[src/rtl/alu_bist_pkg.sv]
// Shared definitions for the ALU built-in self-test: function codes,
// LFSR mask, FSM states and the LFSR/op-order helpers.
package alu_bist_pkg;

    localparam logic [2:0] F_AND  = 3'b000;
    localparam logic [2:0] F_OR   = 3'b001;
    localparam logic [2:0] F_ADD  = 3'b010;
    localparam logic [2:0] F_ANDN = 3'b100;
    localparam logic [2:0] F_ORN  = 3'b101;
    localparam logic [2:0] F_SUB  = 3'b110;
    localparam logic [2:0] F_SLT  = 3'b111;

    localparam logic [31:0] LFSR_MASK = 32'h8020_0003;

    typedef enum logic [1:0] {
        S_IDLE,
        S_LOAD,
        S_CHECK,
        S_DONE
    } state_e;

    function automatic logic [31:0] lfsr_next(input logic [31:0] s);
        return s[0] ? ((s >> 1) ^ LFSR_MASK) : (s >> 1);
    endfunction

    // Index 0..6 maps onto the seven codes, skipping 011.
    function automatic logic [2:0] op_code(input logic [2:0] idx);
        return (idx < 3'd3) ? idx : idx + 3'd1;
    endfunction

endpackage

[src/rtl/alu_bist_ref.sv]
// Combinational golden ALU model: result, carry and carry-valid flag.
module alu_bist_ref
    import alu_bist_pkg::*;
(
    input  logic [31:0] i_a,
    input  logic [31:0] i_b,
    input  logic [2:0]  i_f,
    output logic [31:0] o_y,
    output logic        o_c,
    output logic        o_cv
);

    logic        is_sub;
    logic [32:0] sum;

    always_comb begin
        is_sub = (i_f == F_SUB);
        sum    = {1'b0, i_a} + {1'b0, is_sub ? ~i_b : i_b} + {32'b0, is_sub};
        o_y    = '0;
        o_c    = 1'b0;
        o_cv   = 1'b0;
        case (i_f)
            F_AND:  o_y = i_a & i_b;
            F_OR:   o_y = i_a | i_b;
            F_ANDN: o_y = i_a & ~i_b;
            F_ORN:  o_y = i_a | ~i_b;
            F_ADD, F_SUB: begin
                o_y  = sum[31:0];
                o_c  = sum[32];
                o_cv = 1'b1;
            end
            F_SLT:  o_y = {31'b0, $signed(i_a) < $signed(i_b)};
            default: o_y = '0;
        endcase
    end

endmodule

[src/rtl/alu_bist.sv]
// ALU BIST controller: LFSR operands, all seven codes per pass, golden check.
// Optional MISR result signature on o_sig when ALU_BIST_SIGNATURE_EN is defined.
module alu_bist
    import alu_bist_pkg::*;
#(
    parameter int          NVEC = 100,
    parameter logic [31:0] SEED = 32'hACE1_2025
) (
    input  logic        i_clk,
    input  logic        i_rstn,
    input  logic        i_start,
    output logic        o_busy,
    output logic        o_done,
    output logic        o_pass,
    output logic [15:0] o_err_cnt,
    output logic [31:0] o_alu_a,
    output logic [31:0] o_alu_b,
    output logic [2:0]  o_alu_f,
`ifdef ALU_BIST_SIGNATURE_EN
    output logic [31:0] o_sig,
`endif
    input  logic [31:0] i_alu_y,
    input  logic        i_alu_c
);

    localparam logic [31:0] SEED_NZ = (SEED == 32'h0) ? 32'h1 : SEED;
    localparam int          PW      = (NVEC > 1) ? $clog2(NVEC) : 1;
    localparam logic [PW-1:0] LAST_PASS = PW'(NVEC - 1);

    state_e        state_q, state_d;
    logic [31:0]   lfsr_q, lfsr_d;
    logic [31:0]   a_q, a_d, b_q, b_d;
    logic [2:0]    f_q, f_d;
    logic [2:0]    idx_q, idx_d;
    logic [PW-1:0] pcnt_q, pcnt_d;
    logic [15:0]   err_q, err_d;
    logic          busy_q, busy_d;
    logic          done_q, done_d;
    logic          pass_q, pass_d;
`ifdef ALU_BIST_SIGNATURE_EN
    logic [31:0]   sig_q, sig_d;
`endif

    logic [31:0] gold_y, na, nb;
    logic        gold_c, gold_cv, mism, last;
    logic [15:0] err_inc;

    alu_bist_ref u_ref (
        .i_a  (a_q),
        .i_b  (b_q),
        .i_f  (f_q),
        .o_y  (gold_y),
        .o_c  (gold_c),
        .o_cv (gold_cv)
    );

    always_comb begin
        state_d = state_q;
        lfsr_d  = lfsr_q;
        a_d     = a_q;
        b_d     = b_q;
        f_d     = f_q;
        idx_d   = idx_q;
        pcnt_d  = pcnt_q;
        err_d   = err_q;
        busy_d  = busy_q;
        done_d  = done_q;
        pass_d  = pass_q;
`ifdef ALU_BIST_SIGNATURE_EN
        sig_d   = sig_q;
`endif
        na      = lfsr_next(lfsr_q);
        nb      = lfsr_next(na);
        mism    = (i_alu_y != gold_y) || (gold_cv && (i_alu_c != gold_c));
        err_inc = (mism && err_q != 16'hFFFF) ? err_q + 16'd1 : err_q;
        last    = (idx_q == 3'd6) && (pcnt_q == LAST_PASS);
        case (state_q)
            S_IDLE, S_DONE: begin
                if (i_start) begin
                    state_d = S_LOAD;
                    lfsr_d  = SEED_NZ;
                    idx_d   = '0;
                    pcnt_d  = '0;
                    err_d   = '0;
                    busy_d  = 1'b1;
                    done_d  = 1'b0;
                    pass_d  = 1'b0;
`ifdef ALU_BIST_SIGNATURE_EN
                    sig_d   = '0;
`endif
                end
            end
            S_LOAD: begin
                state_d = S_CHECK;
                a_d     = na;
                b_d     = nb;
                f_d     = op_code(idx_q);
                lfsr_d  = nb;
            end
            S_CHECK: begin
                err_d = err_inc;
`ifdef ALU_BIST_SIGNATURE_EN
                sig_d = lfsr_next(sig_q) ^ i_alu_y;
`endif
                if (last) begin
                    state_d = S_DONE;
                    busy_d  = 1'b0;
                    done_d  = 1'b1;
                    pass_d  = (err_inc == 16'd0);
                end else begin
                    state_d = S_LOAD;
                    if (idx_q == 3'd6) begin
                        idx_d  = '0;
                        pcnt_d = pcnt_q + PW'(1);
                    end else begin
                        idx_d  = idx_q + 3'd1;
                    end
                end
            end
            default: state_d = S_IDLE;
        endcase
    end

    always_ff @(posedge i_clk or negedge i_rstn) begin
        if (!i_rstn) begin
            state_q <= S_IDLE;
            lfsr_q  <= SEED_NZ;
            a_q     <= '0;
            b_q     <= '0;
            f_q     <= '0;
            idx_q   <= '0;
            pcnt_q  <= '0;
            err_q   <= '0;
            busy_q  <= 1'b0;
            done_q  <= 1'b0;
            pass_q  <= 1'b0;
`ifdef ALU_BIST_SIGNATURE_EN
            sig_q   <= '0;
`endif
        end else begin
            state_q <= state_d;
            lfsr_q  <= lfsr_d;
            a_q     <= a_d;
            b_q     <= b_d;
            f_q     <= f_d;
            idx_q   <= idx_d;
            pcnt_q  <= pcnt_d;
            err_q   <= err_d;
            busy_q  <= busy_d;
            done_q  <= done_d;
            pass_q  <= pass_d;
`ifdef ALU_BIST_SIGNATURE_EN
            sig_q   <= sig_d;
`endif
        end
    end

    assign o_busy    = busy_q;
    assign o_done    = done_q;
    assign o_pass    = pass_q;
    assign o_err_cnt = err_q;
    assign o_alu_a   = a_q;
    assign o_alu_b   = b_q;
    assign o_alu_f   = f_q;
`ifdef ALU_BIST_SIGNATURE_EN
    assign o_sig     = sig_q;
`endif

endmodule

[config.mk]
export PLATFORM = sky130hd
export DESIGN_NAME = alu_bist
export DESIGN_NICKNAME = d
export VERILOG_FILES = /design/src/rtl/alu_bist_pkg.sv /design/src/rtl/alu_bist_ref.sv /design/src/rtl/alu_bist.sv
export SDC_FILE = /design/constraint.sdc
export NUM_CORES = 1
export LEC_CHECK = 0
export ABC_AREA = 1
export CORE_ASPECT_RATIO = 0.75
export CORE_UTILIZATION = 36
export DETAILED_ROUTE_END_ITERATION = 16
export PLACE_DENSITY_LB_ADDON = 0.15
export SYNTH_ARGS = -nofsm -noshare
export SYNTH_HDL_FRONTEND = slang
export SYNTH_SLANG_ARGS = --single-unit
export TNS_END_PERCENT = 5
[constraint.sdc]
create_clock -name i_clk -period 3.6 [get_ports i_clk]
set_input_delay 0.36 -clock i_clk [delete_from_list [all_inputs] [get_ports i_clk]]
set_output_delay 0.36 -clock i_clk [all_outputs]
set_load 0.1 [all_outputs]
==> results of run 1 <==
==> metal layers <==
layer  GRT usage  up-vias
met4      0.0365        0
met1       0.374     4961
met3      0.0294       30
met5           0        -
li1            -     5405
met2       0.401      286
==> final timing paths <==
check,startpoint,end,slack (ns),cells past startpoint
worst max-delay path,o_alu_f[0]$_DFFE_PN0P_,o_pass$_DFFE_PN0P_,-0.50,29
worst min-delay path,i_rstn,o_err_cnt[6]$_DFFE_PN0P_,0.10,1
worst max register to register,o_alu_f[0]$_DFFE_PN0P_,o_pass$_DFFE_PN0P_,-0.50,29
worst min register to register,o_done$_DFFE_PN0P_,o_done$_DFFE_PN0P_,0.48,2
max in group asynchronous,i_rstn,idx_q[0]$_DFFE_PN0P_,2.64,2
min in group i_clk,o_done$_DFFE_PN0P_,o_done$_DFFE_PN0P_,0.48,2
==> critical path, delay by kind of cell, from the launching register on <==
kind / cells / cell delay, ns
xor+xnor: 1 / 0.13
simple gates: 22 / 2.10
compound gates: 2 / 0.48
buf+inv: 3 / 0.45
fa+ha+maj: 1 / 0.35
flops: 1 / 0.51
==> what timing repair did <==
action / 4_1_cts / 5_1_grt
gates cloned: 0 / 4
pin swaps: 3 / 51
buffers inserted: 1 / 9
setup endpoints to repair: 17 / 17
resized for setup: 21 / 104
==> cell usage in the layout (no fill, tap or decap), drive strengths merged, types with 3 or more instances in the layout <==
master,instances
buf,245
clkbuf,11
or2,3
xnor2,6
a21o,4
nand3,118
o21ai,126
nand4,10
ha,73
o211ai,23
o21bai,4
a21oi,71
nand3b,21
nor3b,3
a22oi,16
clkdlybuf4s50,119
a22o,4
dfrtp,89
nor3,18
inv,178
nor4,4
o22ai,5
nor2,115
clkinv,3
nand2,422
dfstp,12
xor2,64
o21a,7
==> Yosys cell counts (all sizes together), types with 4 or more instances <==
cell,count,share of area
nand2,422,0.17
dfrtp,89,0.23
clkbuf,20,0.0077
xnor2,6,0.0054
ha,73,0.094
xor2,64,0.057
inv,175,0.068
nor3,18,0.010
nand3b,21,0.016
buf,48,0.036
o22ai,5,0.0032
nor4,4,0.0026
o21a,7,0.0054
nand3,117,0.062
o21ai,126,0.065
a21o,4,0.0031
a22o,4,0.0036
o211ai,23,0.018
a22oi,16,0.013
nand4,10,0.0064
nor2,115,0.046
o21bai,4,0.0031
dfstp,12,0.032
a21oi,71,0.036
==> layout make-up <==
type,count,area [sq um]
Tap cell,344,430
Inverter,175,664
Clock inverter,7,71.3
Clock buffer,9,225
Multi-Input combinational cell,1126,6550
Sequential cell,101,2580
Timing Repair Buffer,366,3140
Fill cell,2620,12600
==> kinds of logic after synthesis <==
family / count (synthesis) / share of synthesized area
xor+xnor: 70 / 0.0628
simple gates: 715 / 0.314
flops: 101 / 0.261
mux: 1 / 0.00115
fa+ha+maj: 74 / 0.0956
buf+inv: 243 / 0.111
compound gates: 265 / 0.154
==> registers in the layout, indices dropped and copies added, names as in the netlist <==
name and count:
o_err_cnt 16, state_q 2, o_alu_f 3, o_busy 1, lfsr_q 32, pcnt_q 7, o_alu_a 31, o_alu_b 4
o_done 1, idx_q 3, o_pass 1
==> power by group <==
group / switching [uW] / internal, uW / total, uW
sequential: 293 / 1600 / 1890
clock: 483 / 488 / 971
combinational: 7350 / 3890 / 11200
==> through the flow <==
stage,setup TNS (ns),utilization
2_1_floorplan,-0.355,-
3_3_place_gp,-8.76,0.487
3_5_place_dp,-8.72,0.487
4_1_cts,-5.49,0.502
5_1_grt,-9.88,0.520
6_report,-6.04,0.520
==> key figures, run 1 <==
Yosys
  • EDFF count, synth: 0
  • Fraction of registers with async set or reset after synthesis: 1.00
  • Register area share after synthesis: 0.261
  • Syn avg cell area: roughly 6.6 sq um
  • Primary FF master, synth: dfrtp_1
  • Netlist cell types: 51
  • Yosys warning total: 0
  • Post-Synthesis Cells: ~1,500
  • FF+latch count, synth: a little over 100
  • Syn_nets: around 1,600
  • Mapped cell area: around 0.0098 sq mm

Routing
  • WL met1: about 18,000 um
  • Top layer in use: met4
  • WL met2: 15,800 um
  • Drt drc: 0
  • DRT Wirelength: between 30,000 and 40,000 um
  • Routed vias: ~11,000
  • Starting DRT DRC Count: 770
  • Initial DRT Pass Iterations: 5
  • Vias per inst: ~5
  • Wire per inst: ~17 um
  • Met3 WL: ~1700 um
  • ANT nets after route: 0

Floorplan
  • I/O Pins: about 120
  • Initial Util: 0.371
  • Core area: approximately 0.026 sq mm
  • Row count: between 50 and 60
  • Die area: about 0.028 sq mm
  • Die Y: 145 um
  • DIE WIDTH: roughly 190 um

Power
  • Max VDD drop: roughly 930 uV
  • Static Leak: around 0.0066 uW
  • Pwr Total: 14,100 uW
  • P per Cell Area: ~1000 mW/mm^2

Timing
  • Final hold slack: ~0.10 ns
  • Setup ws final: -0.503 ns
  • Final setup viols: 17
  • Tcrit/Tclk final: 1.14
  • Fmax: 244 MHz
  • Layout Skew: 0.0140 ns
  • RSZ-0062 raised after global routing: yes
  • Max-Slew Margin vs Limit: 0.320
  • Final min period: between 4 and 5 ns
  • Slew Limit Fails: 0
  • Worst Max-Slew Pin Slew: 1.02 ns
  • Fin. Hold Viols: 0

Clock tree
  • Clock Sink Count: 101
  • Total CTS buffers: 9
  • H-tree depth: 3
  • Longest Clk Path Bufs: 2
  • Post-CTS Hold Buffers: 0
  • CTS tree: yes
  • Worst-path clk slew: approximately 0.08 ns
  • Clock latency on the worst-skew pair: about 0.36 ns
  • Clk root buf: clkbuf_16

Layout
  • Post-route insts no fill: roughly 2,100
  • Area grow syn2layout: 40.1%
  • N_diodes: 0
  • Fin area: around 0.014 sq mm
  • Layout cell share with drive strength beyond 1: 0.234
  • Fin nets: 1,889

Critical path
  • Slowest CP cell: dfrtp_4
  • CP arrival: about 4.4 ns
  • WP data required: 3.89 ns
  • Crit-path most repeated cell: nand2_1
  • Slowest cell delay on critical path: ~0.51 ns
  • Crit Path Class: reg2reg
  • CP max FO: 6
  • Setup crit end kind: flop
  • CP Launch Type: flop

Job
  • MaxCap Viol Count: 0

Placement
  • DP Worst Slack: -0.660 ns
  • DP Area: roughly 0.013 sq mm
  • IO Port Bufs: 121
  • DP Cell Count: between 2,000 and 2,500
  • HPWL after DPL: around 29,000 um
  • Final Wtd Congestion: 0.937

GRT
  • First-pass GRT wire length: about 54,000 um
  • Largest net degree at the start of global routing: 69
  • GR Overflow Total: 0
  • Tot GR Track Use: 0.254
  • Vias in the first global route: approximately 10,000
  • Initial antenna violation count: 0

Outcome
  • Failing checks: negative setup slack
  • Status: finished with violations

Worst hold path
  • Hold Path Class: in2async
No activity file was read; power rests on OpenSTA's default activity.
==> inputs of run 2 (changes only) <==
==> constraint.sdc (replaced) <==
create_clock -name i_clk -period 3.6 [get_ports i_clk]
set_input_delay 0.72 -clock i_clk [delete_from_list [all_inputs] [get_ports i_clk]]
set_output_delay 0.72 -clock i_clk [all_outputs]
set_load 0.1 [all_outputs]
==> key figures, run 2 (synthesis gave the netlist of run 1 again) <==
Floorplan
  • Core area: 0.0263 sq mm (unchanged)
  • Die area: 0.0278 sq mm (unchanged)
  • Initial Util: 0.371 (unchanged)
  • Die Y: 145 um (unchanged)
  • I/O Pins: 122 (unchanged)
  • Row count: 51 (unchanged)
  • DIE WIDTH: 192 um (unchanged)

Routing
  • Starting DRT DRC Count: 841 (+9.2%)
  • Wire per inst: 16.8 um (+0.24%)
  • WL met2: 15,700 um (-0.84%)
  • ANT nets after route: 0 (unchanged)
  • Vias per inst: 5.05 (+0.60%)
  • DRT Wirelength: 35,400 um (-0.70%)
  • Drt drc: 0 (unchanged)
  • Routed vias: 10,645 (-0.35%)
  • Top layer in use: met4
  • WL met1: 17,400 um (-2.7%)
  • Met3 WL: 1930 um (+15%)
  • Initial DRT Pass Iterations: 5 (unchanged)

Layout
  • Layout cell share with drive strength beyond 1: 0.235 (+0.000389)
  • N_diodes: 0 (unchanged)
  • Area grow syn2layout: 35.7%
  • Max FFs per register: 32 (unchanged)
  • # fillers: 2,681 (+2.3%)
  • Commonest non-fill, non-tap cell in the layout: nand2_1
  • Commonest cells after routing, fill and taps aside: nand2_1, buf_4, inv_1
  • Largest Register: lfsr_q
  • Fin nets: 1,869 (-1.1%)

Timing
  • Final min period: 4.08 ns (-0.0243 ns)
  • Worst Max-Slew Pin Slew: 0.978 ns (-0.0390 ns)
  • Final setup viols: 17 (unchanged)
  • Fmax: 245 MHz (+0.59%)
  • Setup ws final: -0.479 ns (+0.0243 ns)
  • Fin. Hold Viols: 0 (unchanged)
  • Tcrit/Tclk final: 1.13 (-0.00674)
  • Slew Limit Fails: 0 (unchanged)
  • Layout Skew: 0.0168 ns (+0.00284 ns)
  • Max-Slew Margin vs Limit: 0.346 (+0.0261)
  • RSZ-0062 raised after global routing: yes

Critical path
  • Reg2Reg Launch Point: o_alu_f[0]$_DFFE_PN0P_
  • Setup crit end kind: flop
  • Crit Path Class: reg2reg
  • CP arrival: 4.38 ns (about the same)
  • R2R depth: 26 (-10%)
  • WP data required: 3.90 ns (about the same)
  • CP Launch Type: flop
  • Worst reg-to-reg setup slack: -0.48 ns (+0.02 ns)
  • Worst R2R End: o_pass$_DFFE_PN0P_
  • CP max FO: 18 (+12)

GRT
  • Initial antenna violation count: 0 (unchanged)
  • Largest net degree at the start of global routing: 50 (-28%)
  • Tot GR Track Use: 0.258 (+0.00472)
  • First-pass GRT wire length: 55,100 um (+1.3%)
  • Vias in the first global route: 9,956 (+0.050%)
  • GR Overflow Total: 0 (unchanged)

Clock tree
  • Clock latency on the worst-skew pair: 0.36 ns (about the same)
  • Worst-path clk slew: 0.08 ns (about the same)
  • Clock Sink Count: 101 (unchanged)
  • Longest Clk Path Bufs: 2 (unchanged)
  • Total CTS buffers: 9 (unchanged)
  • Clk root buf: clkbuf_16
  • CTS tree: yes
  • Post-CTS Hold Buffers: 0 (unchanged)
  • H-tree depth: 3 (unchanged)

Outcome
  • Failing checks: negative setup slack
  • Status: finished with violations

Power
  • Static Leak: 0.00656 uW (-1.3%)
  • P per Cell Area: 1050 mW/mm^2 (+1.6%)
  • Pwr Total: 13,900 uW (-1.5%)
  • Max VDD drop: 986 uV (+6.4%)

Placement
  • IO Port Bufs: 121 (unchanged)
  • Final Wtd Congestion: 0.977 (+4.3%)
  • DP Worst Slack: -0.788 ns (-0.128 ns)
  • HPWL after DPL: 28,800 um (+0.90%)

Worst hold path
  • Hold Path Class: in2async

Job
  • MaxCap Viol Count: 0 (unchanged)
-- run 2: cell types whose count changed in the layout (fill, tap and decap cells not counted), moves of 5 or more --
| cell | change |
|---|---|
| nor2_1 | +9 |
| buf_4 | +33 |
| o21ai_1 | -6 |
| nor2_2 | -8 |
| o21ai_0 | +10 |
| buf_6 | -9 |
| buf_12 | +5 |
| clkdlybuf4s50_1 | -48 |
-- run 2: what timing repair did --
action	in CTS	in global routing
gates cloned	1	1
pin swaps	17	22
setup buffers	9	2
gates resized for setup	35	37
endpoints found under the setup margin	17	17
-- run 2: metrics by stage --
| step | setup TNS [ns] | instances | hold slack [ns] | area [sq um] | util |
|---|---|---|---|---|---|
| final | -5.28 | 2108 | 0.317 | 13200 | 0.504 |
| after global routing | -9.59 | 2108 | 0.350 | 13200 | 0.504 |
| after floorplan | -0.355 | 1469 | 0.424 | 9850 | - |
| after CTS | -5.65 | 2105 | 0.329 | 13100 | 0.498 |
| after global placement | -9.32 | 2079 | 0.460 | 12600 | 0.479 |
| after detailed placement | -10.29 | 2079 | 0.461 | 12600 | 0.479 |
-- run 2: how the worst max path moves through the flow --
stage / cells past startpoint / slack, ns / start / to
after floorplan: 32 / -0.17 / o_alu_f[0]$_DFFE_PN0P_ / o_pass$_DFFE_PN0P_
after global placement: 30 / -0.74 / o_alu_f[0]$_DFFE_PN0P_ / o_pass$_DFFE_PN0P_
after detailed placement: 30 / -0.79 / o_alu_f[0]$_DFFE_PN0P_ / o_pass$_DFFE_PN0P_
after CTS: 30 / -0.49 / o_alu_f[0]$_DFFE_PN0P_ / o_pass$_DFFE_PN0P_
after global routing: 29 / -0.77 / o_alu_f[0]$_DFFE_PN0P_ / o_pass$_DFFE_PN0P_
final: 26 / -0.48 / o_alu_f[0]$_DFFE_PN0P_ / o_pass$_DFFE_PN0P_
-- run 2: metal layers --
metal	global-route usage	vias to the layer above
met4	0.0472	0
met1	0.378	4911
met3	0.0330	30
met5	0	-
li1	-	5375
met2	0.406	329
-- run 2: layout make-up --
| type | count | area, sq um | area share |
|---|---|---|---|
| Tap cell | 344 | 430 | 0.0325 |
| Sequential cell | 101 | 2580 | 0.195 |
| Inverter | 175 | 664 | 0.0502 |
| Clock inverter | 6 | 51.3 | 0.00387 |
| Clock buffer | 10 | 239 | 0.0180 |
| Timing Repair Buffer | 345 | 2860 | 0.216 |
| Multi-Input combinational cell | 1127 | 6420 | 0.485 |
-- run 2: worst max-delay path, stage by stage (launching register included) --
cell and delay [ns]:
dfrtp_4 0.51, inv_8 0.06, nand3_4 0.09, buf_12 0.18, xor2_1 0.16, buf_4 0.14
ha_1 0.29, buf_4 0.11, nand4_1 0.18, nor2_1 0.26, o21ai_0 0.19, nand3_1 0.11
nand2_1 0.06, nand3_1 0.12, nand3b_1 0.09, nand2_1 0.08, nand3_1 0.08, nor2_2 0.13
nand3_2 0.10, nor2_4 0.24, nand2_8 0.14, nand2_1 0.11, xor2_1 0.19, nand2_1 0.10
nor2_2 0.14, nand3_1 0.09, nand2_1 0.06
-- run 2: power breakdown --
part | internal, uW | switching, uW
registers | 1600 | 293
logic | 3720 | 7300
clock network | 499 | 478
total | 5820 | 8070
==> inputs of run 3 (changes only) <==
--- a/config.mk
+++ b/config.mk
@@ -6,6 +6,8 @@
 export NUM_CORES = 1
 export LEC_CHECK = 0
 export ABC_AREA = 1
+export CELL_PAD_IN_SITES_DETAIL_PLACEMENT = 1
+export CELL_PAD_IN_SITES_GLOBAL_PLACEMENT = 1
 export CORE_ASPECT_RATIO = 0.75
 export CORE_UTILIZATION = 36
 export DETAILED_ROUTE_END_ITERATION = 16
==> key figures, run 3 (synthesis gave the netlist of run 1 again) <==
Outcome
  • Status: finished with violations
  • Failing checks: negative setup slack

Power
  • Pwr Total: 14,400 uW (+4.0%)
  • Static Leak: 0.00672 uW (+2.4%)
  • P per Cell Area: 1060 mW/mm^2 (+1.3%)
  • Max VDD drop: 936 uV (-5.1%)

Timing
  • Slew Limit Fails: 0 (unchanged)
  • RSZ-0062 raised after global routing: yes
  • Worst Max-Slew Pin Slew: 0.981 ns (+0.00316 ns)
  • Tcrit/Tclk final: 1.17 (+0.0334)
  • Max-Slew Margin vs Limit: 0.344 (-0.00211)
  • Layout Skew: 0.0129 ns (-0.00395 ns)
  • Setup ws final: -0.599 ns (-0.120 ns)
  • Fin. Hold Viols: 0 (unchanged)
  • Fmax: 238 MHz (-2.9%)
  • Final hold slack: 0.415 ns (+0.0981 ns)
  • Final min period: 4.20 ns (+0.120 ns)
  • Final setup viols: 17 (unchanged)

GRT
  • First-pass GRT wire length: 64,100 um (+16%)
  • GR Overflow Total: 0 (unchanged)
  • Largest net degree at the start of global routing: 57 (+14%)
  • Tot GR Track Use: 0.302 (+0.0432)
  • Initial antenna violation count: 0 (unchanged)
  • Vias in the first global route: 11,740 (+18%)

Layout
  • Fin area: 0.0136 sq mm (+2.7%)
  • Commonest non-fill, non-tap cell in the layout: nand2_1
  • # fillers: 3,438 (+28%)
  • Max FFs per register: 32 (unchanged)
  • Area grow syn2layout: 39.4%
  • Fin nets: 1,894 (+1.3%)
  • Layout cell share with drive strength beyond 1: 0.260 (+0.0258)
  • Largest Register: lfsr_q
  • N_diodes: 0 (unchanged)
  • Commonest cells after routing, fill and taps aside: nand2_1, buf_4, inv_1

Routing
  • Routed vias: 11,230 (+5.5%)
  • Vias per inst: 5.26 (+4.3%)
  • Wire per inst: 19.3 um (+15%)
  • ANT nets after route: 0 (unchanged)
  • Initial DRT Pass Iterations: 5 (unchanged)
  • Starting DRT DRC Count: 486 (-42%)
  • DRT Wirelength: 41,200 um (+16%)
  • Drt drc: 0 (unchanged)

Placement
  • DP Area: 0.0128 sq mm (+1.2%)
  • HPWL after DPL: 33,100 um (+15%)
  • IO Port Bufs: 121 (unchanged)
  • Final Wtd Congestion: 0.912 (-6.7%)

Floorplan
  • Die Y: 145 um (unchanged)
  • Die area: 0.0278 sq mm (unchanged)
  • Core area: 0.0263 sq mm (unchanged)
  • Row count: 51 (unchanged)
  • I/O Pins: 122 (unchanged)
  • Initial Util: 0.371 (unchanged)
  • DIE WIDTH: 192 um (unchanged)

Clock tree
  • Post-CTS Hold Buffers: 0 (unchanged)
  • Worst-path clk slew: 0.08 ns (about the same)
  • Clock Sink Count: 101 (unchanged)
  • Longest Clk Path Bufs: 2 (unchanged)
  • H-tree depth: 3 (unchanged)
  • Clk root buf: clkbuf_16
  • Clock latency on the worst-skew pair: 0.36 ns (about the same)
  • CTS tree: yes
  • Total CTS buffers: 9 (unchanged)

Worst hold path
  • Hold Path Class: in2async

Job
  • MaxCap Viol Count: 0 (unchanged)

Critical path
  • Reg2Reg Launch Point: o_alu_f[0]$_DFFE_PN0P_
  • Crit Path Class: reg2reg
  • CP Launch Type: flop
  • Setup crit end kind: flop
  • WP data required: 3.90 ns (about the same)
  • Worst reg-to-reg setup slack: -0.60 ns (-0.12 ns)
  • Worst R2R End: o_pass$_DFFE_PN0P_
  • R2R depth: 30 (+15%)
  • Slowest cell delay on critical path: 0.51 ns (about the same)
  • Slowest CP cell: dfrtp_4
  • CP max FO: 7 (-11)
  • CP arrival: 4.50 ns (+0.12 ns)
  • Crit-path most repeated cell: nand2_1
## run 3: how the worst max path moves through the flow
stage | from | cells after the start | endpoint | slack [ns]
3_5_place_dp | o_alu_f[0]$_DFFE_PN0P_ | 31 | o_pass$_DFFE_PN0P_ | -0.78
6_report | o_alu_f[0]$_DFFE_PN0P_ | 30 | o_pass$_DFFE_PN0P_ | -0.60
5_1_grt | o_alu_f[0]$_DFFE_PN0P_ | 29 | o_pass$_DFFE_PN0P_ | -0.85
4_1_cts | o_alu_f[0]$_DFFE_PN0P_ | 31 | o_pass$_DFFE_PN0P_ | -0.53
3_3_place_gp | o_alu_f[0]$_DFFE_PN0P_ | 31 | o_pass$_DFFE_PN0P_ | -0.59
2_1_floorplan | o_alu_f[0]$_DFFE_PN0P_ | 32 | o_pass$_DFFE_PN0P_ | -0.17
## run 3: report_power, final
part / total (uW) / switching (uW) / internal [uW]
Clock: 1050 / 476 / 572
Combinational: 11500 / 7590 / 3900
Sequential: 1910 / 310 / 1600
## run 3: per-layer routing
metal,share of wire,vias to the layer above,wire length (um),GRT usage
met5,0,-,0,0
met4,0.020,0,809,0.0651
met3,0.038,55,1560,0.0393
met2,0.47,237,19200,0.502
met1,0.48,5527,19600,0.415
li1,-,5411,-,-
## run 3: layout make-up
type / instances / area, sq um / area share
clock buffer: 10 / 239 / 0.0176
clock inverter: 6 / 80.1 / 0.00589
inverter: 175 / 664 / 0.0489
multi-input combinational: 1125 / 6580 / 0.484
sequential: 101 / 2580 / 0.190
tap: 344 / 430 / 0.0316
timing repair buffer: 372 / 3030 / 0.222
## run 3: metrics by stage
step | setup WS (ns) | utilization | std cells | TNS [ns]
2_1_floorplan | -0.171 | - | 1469 | -0.355
5_1_grt | -0.849 | 0.517 | 2133 | -10.78
4_1_cts | -0.527 | 0.508 | 2133 | -6.31
3_3_place_gp | -0.585 | 0.485 | 2105 | -7.29
6_report | -0.599 | 0.517 | 2133 | -6.79
3_5_place_dp | -0.777 | 0.485 | 2105 | -10.35
## run 3: repair_timing
| action | in CTS | in global routing |
|---|---|---|
| gates resized for setup | 46 | 71 |
| pin swaps | 20 | 15 |
| setup endpoints to repair | 17 | 17 |
| buffers inserted | 12 | 0 |
| endpoints found under the hold margin | 0 | 0 |
## run 3: critical path: cells and delay by family (launching register included)
kind,cells,cell delay [ns]
xor+xnor,1,0.15
fa+ha+maj,1,0.35
buf+inv,4,0.53
flops,1,0.51
simple gates,24,2.60
